===== config.mk =====
export PLATFORM = sky130hd
export DESIGN_NAME = p2s_tx
export DESIGN_NICKNAME = d
export VERILOG_FILES = /design/src/rtl/p2s_pkg.sv /design/src/rtl/p2s_shift.sv /design/src/rtl/p2s_tx.sv
export SDC_FILE = /design/constraint.sdc
export NUM_CORES = 1
export LEC_CHECK = 0
export BUFFER_PORTS_ARGS = -buffer_cell sky130_fd_sc_hd__buf_2
export CORE_MARGIN = 1.5
export CORE_UTILIZATION = 50
export CTS_CLUSTER_DIAMETER = 40
export DETAILED_ROUTE_END_ITERATION = 10
export GPL_TIMING_DRIVEN = 0
export PLACE_DENSITY = 0.7
export SLEW_MARGIN = 30
export SYNTH_ARGS = -nofsm -noshare
export SYNTH_HDL_FRONTEND = slang
export SYNTH_SLANG_ARGS = --single-unit

===== constraint.sdc =====
create_clock -name SCLK -period 3.08 [get_ports SCLK]
set_input_delay 0.308 -clock SCLK [delete_from_list [all_inputs] [get_ports SCLK]]
set_output_delay 0.308 -clock SCLK [all_outputs]
set_load 0.1 [all_outputs]

===== src/rtl/p2s_pkg.sv =====
// Shared constants and types for the stereo parallel-to-serial transmitter.
package p2s_pkg;

   localparam int P2S_WIDTH = 40;
   localparam int P2S_CNT_W = $clog2(P2S_WIDTH);

   typedef enum logic {
      IDLE  = 1'b0,
      SHIFT = 1'b1
   } p2s_state_e;

   function automatic int cnt_width(input int w);
      return (w > 1) ? $clog2(w) : 1;
   endfunction

endpackage


===== src/rtl/p2s_shift.sv =====
// Single-channel load/shift register; shifts left with zero fill and exposes the MSB.
module p2s_shift
   import p2s_pkg::*;
#(
   parameter int WIDTH = P2S_WIDTH
) (
   input  logic             i_clk,
   input  logic             i_clr_n,
   input  logic             i_load,
   input  logic             i_shift,
   input  logic [WIDTH-1:0] i_data,
   output logic             o_msb
);

   logic [WIDTH-1:0] r_sh;

   // Load has priority over shift; both are mutually exclusive from the FSM anyway.
   always_ff @(posedge i_clk) begin
      if (!i_clr_n) begin
         r_sh <= {WIDTH{1'b0}};
      end else if (i_load) begin
         r_sh <= i_data;
      end else if (i_shift) begin
         r_sh <= {r_sh[WIDTH-2:0], 1'b0};
      end else begin
         r_sh <= r_sh;
      end
   end

   assign o_msb = r_sh[WIDTH-1];

endmodule


===== src/rtl/p2s_tx.sv =====
// Stereo parallel-to-serial transmitter with a one-pair holding buffer for
// back-to-back frames; FSM, bit counter and handshake live here.
module p2s_tx
   import p2s_pkg::*;
#(
   parameter int WIDTH = P2S_WIDTH
) (
   input  logic             SCLK,
   input  logic             clear_n,
   input  logic             load,
   input  logic [WIDTH-1:0] ParallelL,
   input  logic [WIDTH-1:0] ParallelR,
   output logic             ready,
   output logic             OutputL,
   output logic             OutputR,
   output logic             OutReady,
   output logic             done
);

   localparam int CW = cnt_width(WIDTH);
   localparam logic [CW-1:0] CNT_TOP = CW'(WIDTH - 1);

   p2s_state_e       r_state;
   p2s_state_e       w_state_nxt;
   logic [CW-1:0]    r_cnt;
   logic [CW-1:0]    w_cnt_nxt;
   logic [WIDTH-1:0] r_buf_l;
   logic [WIDTH-1:0] r_buf_r;
   logic             r_buf_valid;
   logic             w_buf_valid_nxt;
   logic             w_buf_wr;
   logic             w_sh_load;
   logic             w_sh_shift;
   logic             w_sel_buf;
   logic             w_accept;
   logic             w_last;
   logic             w_msb_l;
   logic             w_msb_r;
   logic [WIDTH-1:0] w_ld_l;
   logic [WIDTH-1:0] w_ld_r;

   assign w_accept = load & ~r_buf_valid;
   assign w_last   = (r_cnt == {CW{1'b0}});
   assign w_ld_l   = w_sel_buf ? r_buf_l : ParallelL;
   assign w_ld_r   = w_sel_buf ? r_buf_r : ParallelR;

   // Next-state, counter and buffer control.
   always_comb begin
      w_state_nxt     = r_state;
      w_cnt_nxt       = r_cnt;
      w_buf_wr        = 1'b0;
      w_buf_valid_nxt = r_buf_valid;
      w_sh_load       = 1'b0;
      w_sh_shift      = 1'b0;
      w_sel_buf       = 1'b0;
      case (r_state)
         IDLE: begin
            w_buf_valid_nxt = 1'b0;
            if (w_accept) begin
               w_sh_load   = 1'b1;
               w_cnt_nxt   = CNT_TOP;
               w_state_nxt = SHIFT;
            end else begin
               w_state_nxt = IDLE;
            end
         end
         SHIFT: begin
            if (!w_last) begin
               w_sh_shift = 1'b1;
               w_cnt_nxt  = r_cnt - CW'(1);
               if (w_accept) begin
                  w_buf_wr        = 1'b1;
                  w_buf_valid_nxt = 1'b1;
               end else begin
                  w_buf_wr = 1'b0;
               end
            // Last bit: a buffered pair outranks a fresh one (ready is low then anyway).
            end else if (r_buf_valid) begin
               w_sh_load       = 1'b1;
               w_sel_buf       = 1'b1;
               w_buf_valid_nxt = 1'b0;
               w_cnt_nxt       = CNT_TOP;
            end else if (w_accept) begin
               w_sh_load = 1'b1;
               w_cnt_nxt = CNT_TOP;
            end else begin
               w_sh_shift  = 1'b1;
               w_state_nxt = IDLE;
            end
         end
         default: begin
            w_state_nxt     = IDLE;
            w_buf_valid_nxt = 1'b0;
         end
      endcase
   end

   // State, counter and holding buffer registers.
   always_ff @(posedge SCLK) begin
      if (!clear_n) begin
         r_state     <= IDLE;
         r_cnt       <= {CW{1'b0}};
         r_buf_valid <= 1'b0;
         r_buf_l     <= {WIDTH{1'b0}};
         r_buf_r     <= {WIDTH{1'b0}};
      end else begin
         r_state     <= w_state_nxt;
         r_cnt       <= w_cnt_nxt;
         r_buf_valid <= w_buf_valid_nxt;
         if (w_buf_wr) begin
            r_buf_l <= ParallelL;
            r_buf_r <= ParallelR;
         end else begin
            r_buf_l <= r_buf_l;
            r_buf_r <= r_buf_r;
         end
      end
   end

   p2s_shift #(.WIDTH(WIDTH)) u_shift_l (
      .i_clk   (SCLK),
      .i_clr_n (clear_n),
      .i_load  (w_sh_load),
      .i_shift (w_sh_shift),
      .i_data  (w_ld_l),
      .o_msb   (w_msb_l)
   );

   p2s_shift #(.WIDTH(WIDTH)) u_shift_r (
      .i_clk   (SCLK),
      .i_clr_n (clear_n),
      .i_load  (w_sh_load),
      .i_shift (w_sh_shift),
      .i_data  (w_ld_r),
      .o_msb   (w_msb_r)
   );

   assign ready    = ~r_buf_valid;
   assign OutReady = (r_state == SHIFT);
   assign OutputL  = (r_state == SHIFT) & w_msb_l;
   assign OutputR  = (r_state == SHIFT) & w_msb_r;
   assign done     = (r_state == SHIFT) & w_last;

endmodule


After elaboration in Yosys (flattened, before gate mapping) --
Index checks and enable logic that the tools add are counted.
Operators by class: add/subtract/negate cells 1, reduce and logical (&&, ||, !) cells 2, muxes and demuxes 28, bitwise logic cells 6, eq/ne operators 1
Operator list (number):
- $mux W40 | 6
- $mux W6 | 3
- $mux W1 | 15
- $pmux W6 S2 | 1
- $logic_not A6 Y1 | 1
- $pmux W1 S2 | 3
- $sub A6 B1 Y6 const B | 1
- $and A1 B1 Y1 | 4
- $ne A3 B1 Y1 const B | 1
- $not A1 Y1 | 2
- $reduce_bool A2 Y1 | 1
Word-level totals: input port bits 83, register bits 168, output and inout bits 5, logic and storage cells 45

Depth between registers and ports, before layout --
Gate-level depths: netlist of run 1.
depth after elaboration 8, mapped depth 8, depth with buffers taken out 6

Cells and area by module --
From an unflattened synthesis of run 1, not the netlist that was laid out.
Second synthesis, totals: cells, all modules 850, area total of the unflattened synthesis 8938.6 sq um
Modules (own cells, without submodules):
- p2s_tx | area an instance 4634.4 sq um, times used 1, cells an instance 498, seq. area each 1761.7 sq um
- p2s_shift | area an instance 2152.1 sq um, times used 2, cells an instance 176, seq. area each 800.8 sq um

Least setup slack after synthesis of run 1 --
No wires, ideal clock.
kind flip-flop to output port, from reg r_state, in the netlist OutReady, to out OutputL, buffers on the path 3, slack 0.029 ns, arrival time 2.743 ns, data required time 2.772 ns, cell stages (with the launch flop) 5, path through dfxtp_1 > buf_1 > clkbuf_1 > clkbuf_1 > and2_1
On the way: cells in the longest elaborated chain, start to end 1
RTL lines:
- start, declared | line p2s_tx.sv:23 | p2s_state_e r_state;
- start signal, assigned | line p2s_tx.sv:107 | r_state <= w_state_nxt;
- $and A1 B1 Y1 | line p2s_tx.sv:140 | assign OutputL = (r_state == SHIFT) & w_msb_l;
- end, declared | line p2s_tx.sv:14 | output logic OutputL,
No other way between the ends.

Worst setup path after layout of run 1 --
from reg r_cnt[0], to out done
On the way: cells in the longest elaborated chain, start to end 2
RTL lines:
- start, declared | line p2s_tx.sv:25 | logic [CW-1:0] r_cnt;
- start signal, assigned | line p2s_tx.sv:102 | r_cnt <= {CW{1'b0}};
- start signal, assigned | line p2s_tx.sv:108 | r_cnt <= w_cnt_nxt;
- $logic_not A6 Y1 | line p2s_tx.sv:43 | assign w_last = (r_cnt == {CW{1'b0}});
- $and A1 B1 Y1 | line p2s_tx.sv:142 | assign done = (r_state == SHIFT) & w_last;
- end, declared | line p2s_tx.sv:17 | output logic done
No other way between the ends.

==> qor.csv, run 1 <==
stage,metric,value,unit
status,status,"complete, no violations",
floorplan,Die Y,129,um
sta,Tcrit/Tclk final,94.5,%
power_and_ir_drop,peak supply drop,0.421,mV
global_route,largest net degree at the start of global routing,17,
synthesis,Netlist cell types,43,
worst_setup_path,crit path cell chain,inv_1 > ha_1 > or4b_1 > buf_2 > nor3_4 > clkbuf_4 > buf_4,
floorplan,die area,16500,sq um
floorplan,Die X-Extent,129,um
worst_setup_path,CP endpoint kind,primary output,
synthesis,register area share after synthesis,42.6,%
cells_and_area,share of layout cells above drive strength 1,14.6,%
sta,setup violators final,0,
worst_setup_path,Worst path max stage delay,0.45,ns
sta,Setup TNS Final,0,ns
power_and_ir_drop,pwr dens,602,nW/um^2
drt,DRC viols,0,
global_route,initial antenna violation count,0,
worst_setup_path,maximum fanout along the worst path,10,
worst_setup_path,startpoint class of the critical path,flip-flop,
power_and_ir_drop,static leakage,0.00321,uW
worst_setup_path,worst path buffer plus inverter count,4,
global_route,GRT overflow,0,
drt,remaining antenna violation count after routing,0,
clocking,worst skew pair latency,0.43,ns
clocking,H-tree Lvls,4,
cells_and_area,Area Growth Syn to Fin,15.8,%
clocking,Num CTS Buffers,17,
drt,initial drt markers,820,
clocking,CTS Buffer Depth,2,
synthesis,Avg Inst Size Synth,8.07,sq um
place,dpl ws,0.200,ns
global_route,number of global-route vias before repair,7511,
sta,min Tclk post-route,2.91,ns
synthesis,Yosys warning total,0,
sta,Max-slew headroom,46.5,%
min_path,Worst Hold Depth,3,
clocking,CTS sink count,168,
worst_setup_path,Worst EP required,2.77,ns
synthesis,largest area contributor in the synthesized netlist,dfxtp_1,
synthesis,"count leader, synth",nand2_1,
synthesis,Post-synth EDFFs,0,
cells_and_area,Ant. Diodes,0,
clocking,"CTS clk-pin slew, worst paths",0.06,ns
worst_setup_path,critical path depth in cells,7,
drt,Avg WL per Cell,18.3,um
drt,via count,8020,
cells_and_area,final cell count without fillers,1303,
worst_setup_path,critical path's top delay family,buffers and inverters,
clocking,hold_buf cts,0,
floorplan,core area,15300,sq um
worst_setup_path,slowest CP cell,or4b_1,
synthesis,Synth top cells by count,"nand2_1 (173), dfxtp_1 (168), nand3_1 (95)",
sta,Hold Fails Final Rpt,0,
worst_setup_path,R2R cell count,8,
synthesis,dominant cells by area after synthesis,"dfxtp_1 (43%), nand2_1 (8.2%), nand3_1 (6.0%), a21oi_1 (5.6%), clkbuf_1 (4.4%)",
drt,vias per inst,6.16,
global_route,Overall Global Routing Usage,29.3,%
flow_run,max_cap viols,0,
sta,final setup skew,0.00753,ns
place,GPL Wtd Cong,0.866,
place,dpl cells,1275,
cells_and_area,Final Core Density,59.6,%
cells_and_area,NumNets Final,1166,
synthesis,Mapped Cells,977,
clocking,Root Driver,clkbuf_16,
synthesis,post-synthesis cell area,7890,sq um
drt,Pre-antenna DRT Iters,5,
synthesis,ys async rst share,0,%
place,Port Buffers,86,
floorplan,FP Rows,45,
clocking,# resized after CTS,3,
floorplan,IO Pins,88,
clocking,CTS tree,yes,
synthesis,syn nets,1061,
place,dpl hpwl,16100,um
min_path,Hold Crit Class,in -> reg,
sta,f_max,343,MHz
worst_setup_path,"reg-to-reg slack, setup",0.33,ns
worst_setup_path,Worst Path Arrival,2.60,ns
sta,Slew Limit Fails,0,
power_and_ir_drop,Tot Pwr,5500,uW
clocking,post-CTS setup buffers,0,
global_route,first-pass GRT wire length,38600,um
floorplan,Initial Util,51.5,%
sta,unrepaired setup endpoints after global routing,no,
drt,final WL,23800,um
sta,min setup slack post-route,0.168,ns
sta,worst-margin pin slew,0.800,ns
synthesis,Yosys reg bits,168,
synthesis,post-synth top area share,42.6,%
synthesis,ys flop type,dfxtp_1,
worst_setup_path,CP Class,reg -> out,
stage by stage:
step | hold slack, ns | area, sq um
3_5_place_dp | 0.447 | 8600
5_1_grt | 0.118 | 9130
2_1_floorplan | 0.426 | 7890
3_3_place_gp | 0.442 | 8580
6_report | 0.129 | 9130
4_1_cts | 0.121 | 9130
report_power, final:
group | internal [uW] | switching (uW) | total (uW)
Combinational | 384 | 694 | 1080
Sequential | 2360 | 118 | 2480
Clock | 1080 | 864 | 1940
final cells by class:
| cell class | count | area [sq um] |
|---|---|---|
| inverters | 9 | 33.8 |
| repair buffers | 87 | 440 |
| well taps | 211 | 264 |
| plain buffers | 104 | 413 |
| clock buffers | 22 | 474 |
| fillers | 1472 | 6180 |
| clock inverters | 7 | 48.8 |
| flip-flops and latches | 168 | 3360 |
| multi-input cells | 695 | 4100 |
final timing paths:
check          startpoint     endpoint
max              r_cnt[0]         done
min          ParallelL[6]   r_buf_l[6]
max reg2reg      r_cnt[0]  r_buf_r[24]
min reg2reg   r_buf_r[21]  r_buf_r[21]
worst reg2reg max path, stage by stage, from the launching register on:
cell      delay [ns]
dfxtp_1         0.30
inv_1           0.08
ha_1            0.28
or4b_1          0.45
buf_2           0.20
o211ai_2        0.57
clkbuf_1        0.51
nand2_1         0.11
a21oi_1         0.17
layer usage:
metal	GRT usage (%)	share of wire, %
met1	40.4	45
met2	46.0	46
met3	6.07	7.7
met4	9.39	1.8
met5	0	0
cell families after synthesis:
kind of cell | after synthesis | share of synthesized area, %
xor+xnor | 1 | 0.111
compound gates | 327 | 30.9
fa+ha+maj | 1 | 0.159
simple gates | 366 | 20.6
flops | 168 | 42.6
buf+inv | 114 | 5.66
state kept, by name, indices dropped and copies added, names as in the netlist:
register        flops
u_shift_r.r_sh     40
r_buf_r            40
u_shift_l.r_sh     40
OutReady            1
r_buf_valid         1
r_buf_l            40
r_cnt               6
cell usage in the layout (no fill, tap or decap), types with 2 or more instances in the layout:
cell type / n
a211oi_1: 21
a21oi_1: 89
a221o_1: 11
a221oi_1: 21
a22o_1: 11
a22oi_1: 42
a31oi_1: 4
a41oi_1: 2
and2_1: 4
and3_1: 31
buf_1: 2
buf_2: 94
buf_4: 2
clkbuf_1: 93
clkbuf_16: 17
clkbuf_8: 3
clkinv_2: 2
clkinvlp_4: 4
dfxtp_1: 168
inv_1: 9
nand2_1: 173
nand3_1: 95
nor2_1: 47
nor2b_1: 5
nor3_1: 3
o211ai_1: 31
o21ai_0: 5
o221a_2: 28
o22ai_1: 21
o31a_1: 31
or3_1: 2
Note: power is estimated with default switching activity, not from simulation.
==> inputs of run 2 (changes only) <==
--- a/config.mk
+++ b/config.mk
@@ -11,8 +11,9 @@
 export CTS_CLUSTER_DIAMETER = 40
 export DETAILED_ROUTE_END_ITERATION = 10
 export GPL_TIMING_DRIVEN = 0
-export PLACE_DENSITY = 0.7
+export PLACE_DENSITY = 0.69
 export SLEW_MARGIN = 30
 export SYNTH_ARGS = -nofsm -noshare
 export SYNTH_HDL_FRONTEND = slang
+export SYNTH_HIERARCHICAL = 1
 export SYNTH_SLANG_ARGS = --single-unit
==> constraint.sdc (replaced) <==
create_clock -name SCLK -period 3.08 [get_ports SCLK]
set_input_delay 0.616 -clock SCLK [delete_from_list [all_inputs] [get_ports SCLK]]
set_output_delay 0.616 -clock SCLK [all_outputs]
set_load 0.1 [all_outputs]
==> run 2 against run 1 <==
Worst setup slack worse by 0.012 ns; cell count fell by 8.4%; die area grew 13%; count of clock-buffer cells in the layout unchanged; worst hold slack improved by 0.31 ns; sequential share of layout area shrank 4.1 points; global-route usage shrank 8.2 points; maximum frequency down 0.41%; synthesized area rose by 13%; critical path type unchanged.
==> qor.csv, run 2 <==
stage,metric,value,unit,change
worst_setup_path,origin of the critical flop-to-flop path,r_cnt[0],,
global_route,first-pass GRT wire length,30600,um,-21%
synthesis,Post-synth EDFFs,0,,unchanged
cells_and_area,Ant. Diodes,0,,unchanged
clocking,"CTS clk-pin slew, worst paths",0.07,ns,about the same
global_route,number of global-route vias before repair,5971,,-21%
synthesis,ys async rst share,0,%,unchanged
worst_setup_path,CP Class,reg -> out,,
synthesis,Mapped Cells,850,,-13%
sta,min setup slack post-route,0.156,ns,-0.0121 ns
drt,vias per inst,5.29,,-14%
worst_setup_path,crit-path most repeated cell,clkbuf_1,,
floorplan,die area,18700,sq um,+13%
floorplan,FP Rows,48,,+6.7%
floorplan,core area,17400,sq um,+13%
clocking,Root Driver,clkbuf_16,,
worst_setup_path,R2R cell count,8,,unchanged
worst_setup_path,maximum fanout along the worst path,10,,unchanged
global_route,Overall Global Routing Usage,21.0,%,-8.2 points
place,dpl hpwl,13000,um,-19%
sta,Hold Fails Final Rpt,0,,unchanged
power_and_ir_drop,peak supply drop,0.411,mV,-2.2%
place,GPL Wtd Cong,0.804,,-7.1%
synthesis,Avg Inst Size Synth,10.5,sq um,+30%
sta,f_max,342,MHz,-0.41%
min_path,worst hold start,ParallelR[37],,
floorplan,Die Y,137,um,+6.3%
worst_setup_path,startpoint class of the critical path,flip-flop,,
sta,final setup skew,0.00882,ns,+0.00130 ns
drt,initial drt markers,299,,-64%
place,dpl ws,0.414,ns,+0.214 ns
synthesis,Synth top cells by count,"dfxtp_1 (168), nand2_1 (165), o211a_1 (81)",,
sta,unrepaired setup endpoints after global routing,no,,
clocking,# resized after CTS,0,,-3
sta,Tcrit/Tclk final,94.9,%,+0.39 points
min_path,Hold Crit Class,in -> reg,,
drt,final WL,19200,um,-19%
sta,min Tclk post-route,2.92,ns,+0.0121 ns
synthesis,register area share after synthesis,37.6,%,-5.0 points
cells_and_area,NumNets Final,1040,,-11%
floorplan,Initial Util,51.5,%,about the same
clocking,worst skew pair latency,0.43,ns,about the same
power_and_ir_drop,Tot Pwr,6280,uW,+14%
sta,Slew Limit Fails,0,,unchanged
clocking,H-tree Lvls,4,,unchanged
drt,DRC viols,0,,unchanged
cells_and_area,share of layout cells above drive strength 1,30.8,%,+16 points
synthesis,post-synth top area share,37.6,%,-5.0 points
synthesis,Yosys warning total,6,,+6
clocking,Num CTS Buffers,17,,unchanged
flow_run,max_cap viols,0,,unchanged
clocking,CTS sink count,168,,unchanged
worst_setup_path,slowest CP cell,clkbuf_1,,
sta,Max-slew headroom,40.3,%,-6.3 points
drt,Avg WL per Cell,16.1,um,-12%
cells_and_area,"commonest non-fill, non-tap cell in the layout",dfxtp_1,,
synthesis,Netlist cell types,40,,-7.0%
clocking,post-CTS setup buffers,0,,unchanged
synthesis,syn nets,935,,-12%
global_route,initial antenna violation count,0,,unchanged
synthesis,Yosys reg bits,168,,unchanged
place,Port Buffers,86,,unchanged
worst_setup_path,Worst path max stage delay,0.49,ns,+0.04 ns
cells_and_area,fillers,1508,,+2.4%
synthesis,largest area contributor in the synthesized netlist,dfxtp_1,,
worst_setup_path,Worst EP required,2.46,ns,-0.31 ns
drt,via count,6307,,-21%
worst_setup_path,"reg-to-reg slack, setup",0.35,ns,+0.02 ns
drt,remaining antenna violation count after routing,0,,unchanged
global_route,largest net degree at the start of global routing,17,,unchanged
cells_and_area,register area,3360,sq um,unchanged
synthesis,dominant cells by area after synthesis,"dfxtp_1 (38%), mux2_4 (11%), mux2_2 (9.2%), o211a_1 (9.1%), mux2i_1 (9.0%)",,
status,status,"complete, no violations",,
worst_setup_path,Worst Path Arrival,2.31,ns,-0.29 ns
clocking,CTS Buffer Depth,2,,unchanged
cells_and_area,"commonest non-fill, non-tap cells in the layout","dfxtp_1 (168), nand2_1 (165), buf_2 (103), o211a_1 (81), mux2i_1 (80)",,
worst_setup_path,Reg-to-Reg End,u_shift_r/r_sh[30],,
sta,WHS,0.439,ns,+0.310 ns
global_route,GRT overflow,0,,unchanged
clocking,CTS tree,yes,,
synthesis,"count leader, synth",dfxtp_1,,
floorplan,IO Pins,88,,unchanged
synthesis,ys flop type,dfxtp_1,,
synthesis,post-synthesis cell area,8940,sq um,+13%
min_path,Worst Hold Depth,3,,unchanged
clocking,hold_buf cts,0,,unchanged
floorplan,Die X-Extent,137,um,+6.3%
drt,Pre-antenna DRT Iters,5,,unchanged
worst_setup_path,CP endpoint kind,primary output,,
power_and_ir_drop,static leakage,0.00483,uW,+51%
sta,worst-margin pin slew,0.896,ns,+0.0961 ns
power_and_ir_drop,pwr dens,611,nW/um^2,+1.5%
cells_and_area,area of the multi-input gates,5160,sq um,+26%
cells_and_area,Area Growth Syn to Fin,15.1,%,
min_path,WHS Endpoint,r_buf_r[37],,
sta,setup violators final,0,,unchanged
worst_setup_path,crit path cell chain,clkbuf_1 > clkbuf_1 > and3_1 > buf_2,,
run 2: changes by cell type in the layout (fill, tap and decap cells not counted), moves of 42 or more:
cell      delta
mux2_2      +73
o211a_1     +81
or2b_1      +50
a22oi_1     -42
clkbuf_1    -57
nor2_1      -43
mux2i_1     +80
a21oi_1     -89
nand3_1     -91
mux2_4      +68
run 2: area by class of cell:
cell class | count | area share [%]
multi-input combinational | 608 | 50.2
sequential | 168 | 32.7
clock buffer | 22 | 4.80
timing repair buffer | 86 | 4.18
buffer | 71 | 3.96
tap | 225 | 2.74
clock inverter | 10 | 1.36
inverter | 3 | 0.109
run 2: worst max-delay path: cells and delay by family, from the launching register on:
| kind | cells | cell delay (ns) |
|---|---|---|
| buffers and inverters | 3 | 1.26 |
| flip-flops | 1 | 0.35 |
| AND/OR/NAND/NOR | 1 | 0.26 |
run 2: how the worst max path moves through the flow:
stage,startpoint,endpoint,slack (ns),depth (start not counted)
after floorplan,OutReady,done,0.09,3
after global placement,r_cnt[0],u_shift_r/r_sh[16],-0.001,8
after detailed placement,OutReady,u_shift_r/r_sh[26],0.41,6
after CTS,OutReady,done,0.18,4
after global routing,OutReady,done,0.07,4
final,OutReady,done,0.16,4
run 2: logic make-up after synthesis:
| group | after synthesis | share of synthesized area (%) |
|---|---|---|
| and+or+nand+nor | 270 | 15.1 |
| DFF | 168 | 37.6 |
| muxes | 238 | 31.7 |
| AOI/OAI and AO/OA | 98 | 10.6 |
| buffers and inverters | 74 | 4.69 |
| adders and majority gates | 2 | 0.280 |
run 2: report_power, final:
| group | total [uW] | leakage [uW] | switching, uW | internal [uW] |
|---|---|---|---|---|
| Combinational | 1440 | 0.00315 | 674 | 767 |
| Clock | 2280 | 0.000305 | 898 | 1390 |
| Sequential | 2560 | 0.00138 | 136 | 2420 |
| Total | 6280 | 0.00483 | 1710 | 4580 |
run 2: per-layer routing:
| metal | global-route usage, % | part of all wire, % |
|---|---|---|
| met4 | 5.02 | 0.77 |
| met5 | 0 | 0 |
| met3 | 4.85 | 3.5 |
| met2 | 31.0 | 43 |
| met1 | 30.9 | 53 |
run 2: stage by stage:
step	cell area [sq um]	setup TNS, ns	util, %	instances
floorplan	8940	0	-	850
CTS	10300	0	59.3	1193
global placement	9650	-0.00136	55.6	1161
detailed placement	9650	0	55.6	1161
finish	10300	0	59.3	1193
global route	10300	0	59.3	1193
==> inputs of run 3 (changes only) <==
--- a/config.mk
+++ b/config.mk
@@ -6,6 +6,7 @@
 export NUM_CORES = 1
 export LEC_CHECK = 0
 export BUFFER_PORTS_ARGS = -buffer_cell sky130_fd_sc_hd__buf_2
+export CORE_ASPECT_RATIO = 1.4
 export CORE_MARGIN = 1.5
 export CORE_UTILIZATION = 50
 export CTS_CLUSTER_DIAMETER = 40
==> run 3 against run 2 <==
First-iteration DRC count fell by 33%; largest cell class unchanged; combinational power barely moved; cell count rose by 1.0%.
==> qor.csv, run 3 (same netlist as run 2, synthesis figures left out) <==
stage,metric,value,unit,change
sta,min Tclk post-route,2.93,ns,+0.00511 ns
min_path,Worst Hold Depth,3,,unchanged
sta,worst-margin pin slew,0.707,ns,-0.190 ns
cells_and_area,"commonest non-fill, non-tap cell in the layout",dfxtp_1,,
drt,DRC viols,0,,unchanged
global_route,Overall Global Routing Usage,20.9,%,-0.10 points
flow_run,max_cap viols,0,,unchanged
clocking,hold_buf cts,0,,unchanged
floorplan,die area,18700,sq um,about the same
sta,Slew Limit Fails,0,,unchanged
floorplan,FP Rows,57,,+19%
floorplan,Die X-Extent,116,um,-15%
status,status,"complete, no violations",,
cells_and_area,Final Core Density,58.8,%,-0.48 points
cells_and_area,NumNets Final,1041,,+0.096%
cells_and_area,fillers,1592,,+5.6%
cells_and_area,register area,3360,sq um,unchanged
place,dpl hpwl,13300,um,+1.9%
worst_setup_path,CP Class,reg -> out,,
floorplan,core area,17400,sq um,+0.26%
worst_setup_path,"reg-to-reg slack, setup",0.27,ns,-0.08 ns
place,dpl ws,0.303,ns,-0.110 ns
sta,f_max,341,MHz,-0.17%
worst_setup_path,Reg-to-Reg End,u_shift_l/r_sh[35],,
clocking,# resized after CTS,0,,unchanged
min_path,worst hold start,ParallelR[26],,
worst_setup_path,Worst EP required,2.46,ns,about the same
worst_setup_path,startpoint class of the critical path,flip-flop,,
cells_and_area,share of layout cells above drive strength 1,30.5,%,-0.31 points
worst_setup_path,Worst Path Arrival,2.31,ns,about the same
worst_setup_path,origin of the critical flop-to-flop path,OutReady,,
worst_setup_path,maximum fanout along the worst path,10,,unchanged
floorplan,Initial Util,51.4,%,-0.13 points
clocking,Root Driver,clkbuf_16,,
drt,vias per inst,5.25,,-0.70%
sta,Tcrit/Tclk final,95.1,%,+0.17 points
cells_and_area,"commonest non-fill, non-tap cells in the layout","dfxtp_1 (168), nand2_1 (165), buf_2 (103), o211a_1 (81), mux2i_1 (80)",,
global_route,first-pass GRT wire length,31000,um,+1.1%
place,GPL Wtd Cong,0.849,,+5.5%
sta,final setup skew,0.00698,ns,-0.00185 ns
global_route,GRT overflow,0,,unchanged
place,Port Buffers,86,,unchanged
global_route,initial antenna violation count,1,,+1
clocking,CTS tree,yes,,
cells_and_area,Area Growth Syn to Fin,14.5,%,
clocking,post-CTS setup buffers,0,,unchanged
place,DP Area,9680,sq um,+0.26%
power_and_ir_drop,peak supply drop,0.414,mV,+0.78%
sta,Setup TNS Final,0,ns,unchanged
clocking,"CTS clk-pin slew, worst paths",0.06,ns,about the same
worst_setup_path,R2R cell count,6,,-2
drt,Avg WL per Cell,15.6,um,-3.1%
drt,Pre-antenna DRT Iters,4,,-1
drt,final WL,18800,um,-2.1%
clocking,CTS Buffer Depth,2,,unchanged
clocking,Num CTS Buffers,17,,unchanged
sta,unrepaired setup endpoints after global routing,no,,
min_path,Hold Crit Class,in -> reg,,
clocking,H-tree Lvls,4,,unchanged
sta,setup violators final,0,,unchanged
cells_and_area,area of the multi-input gates,5160,sq um,unchanged
sta,Max-slew headroom,52.9,%,+13 points
drt,via count,6326,,+0.30%
global_route,largest net degree at the start of global routing,17,,unchanged
drt,initial drt markers,200,,-33%
floorplan,IO Pins,88,,unchanged
sta,Hold Fails Final Rpt,0,,unchanged
power_and_ir_drop,pwr dens,588,nW/um^2,-3.8%
worst_setup_path,CP endpoint kind,primary output,,
drt,remaining antenna violation count after routing,0,,unchanged
floorplan,Die Y,161,um,+18%
sta,min setup slack post-route,0.151,ns,-0.00511 ns
power_and_ir_drop,static leakage,0.00480,uW,-0.70%
global_route,number of global-route vias before repair,6482,,+8.6%
cells_and_area,fin area,10200,sq um,-0.55%
clocking,CTS sink count,168,,unchanged
clocking,worst skew pair latency,0.43,ns,about the same
min_path,WHS Endpoint,r_buf_r[26],,
run 3: final cells by class:
class / instances / share of cell area (%)
Antenna cell: 1 / 0.0245
Tap cell: 236 / 2.89
Inverter: 3 / 0.110
Timing Repair Buffer: 87 / 4.32
Clock inverter: 8 / 0.709
Sequential cell: 168 / 32.9
Buffer: 71 / 3.99
Clock buffer: 23 / 4.67
Multi-Input combinational cell: 608 / 50.4
run 3: layer usage:
metal | track usage (%) | part of all wire [%] | wire, um | vias to the layer above
met5 | 0 | 0.064 | 12 | -
met4 | 8.87 | 2.4 | 444 | 2
met3 | 4.65 | 3.6 | 668 | 34
met2 | 36.5 | 50 | 9410 | 110
met1 | 24.3 | 44 | 8270 | 2998
li1 | - | - | - | 3182
run 3: power breakdown:
part	internal, uW	switching [uW]
Clock	1170	855
Sequential	2420	135
Combinational	770	666
Total	4360	1660
run 3: critical path, cell delays in order (launching register included):
cell      delay (ns)
dfxtp_1         0.37
clkbuf_1        0.38
clkbuf_1        0.46
and3_1          0.26
buf_2           0.43
run 3: worst max path at each step:
stage | startpoint | end | slack, ns | cells after the start
detailed placement | OutReady | u_shift_l/r_sh[22] | 0.30 | 6
floorplan | OutReady | done | 0.09 | 3
global placement | r_cnt[2] | u_shift_l/r_sh[28] | -0.07 | 6
global route | OutReady | done | 0.07 | 4
finish | OutReady | done | 0.15 | 4
CTS | OutReady | done | 0.15 | 4
run 3: stage by stage:
stage	total power [uW]	hold slack, ns	std cells
detailed placement	4040	0.444	1173
global placement	4020	0.439	1172
CTS	6070	0.424	1204
floorplan	3720	0.431	850
global route	6290	0.431	1204
finish	6020	0.441	1205
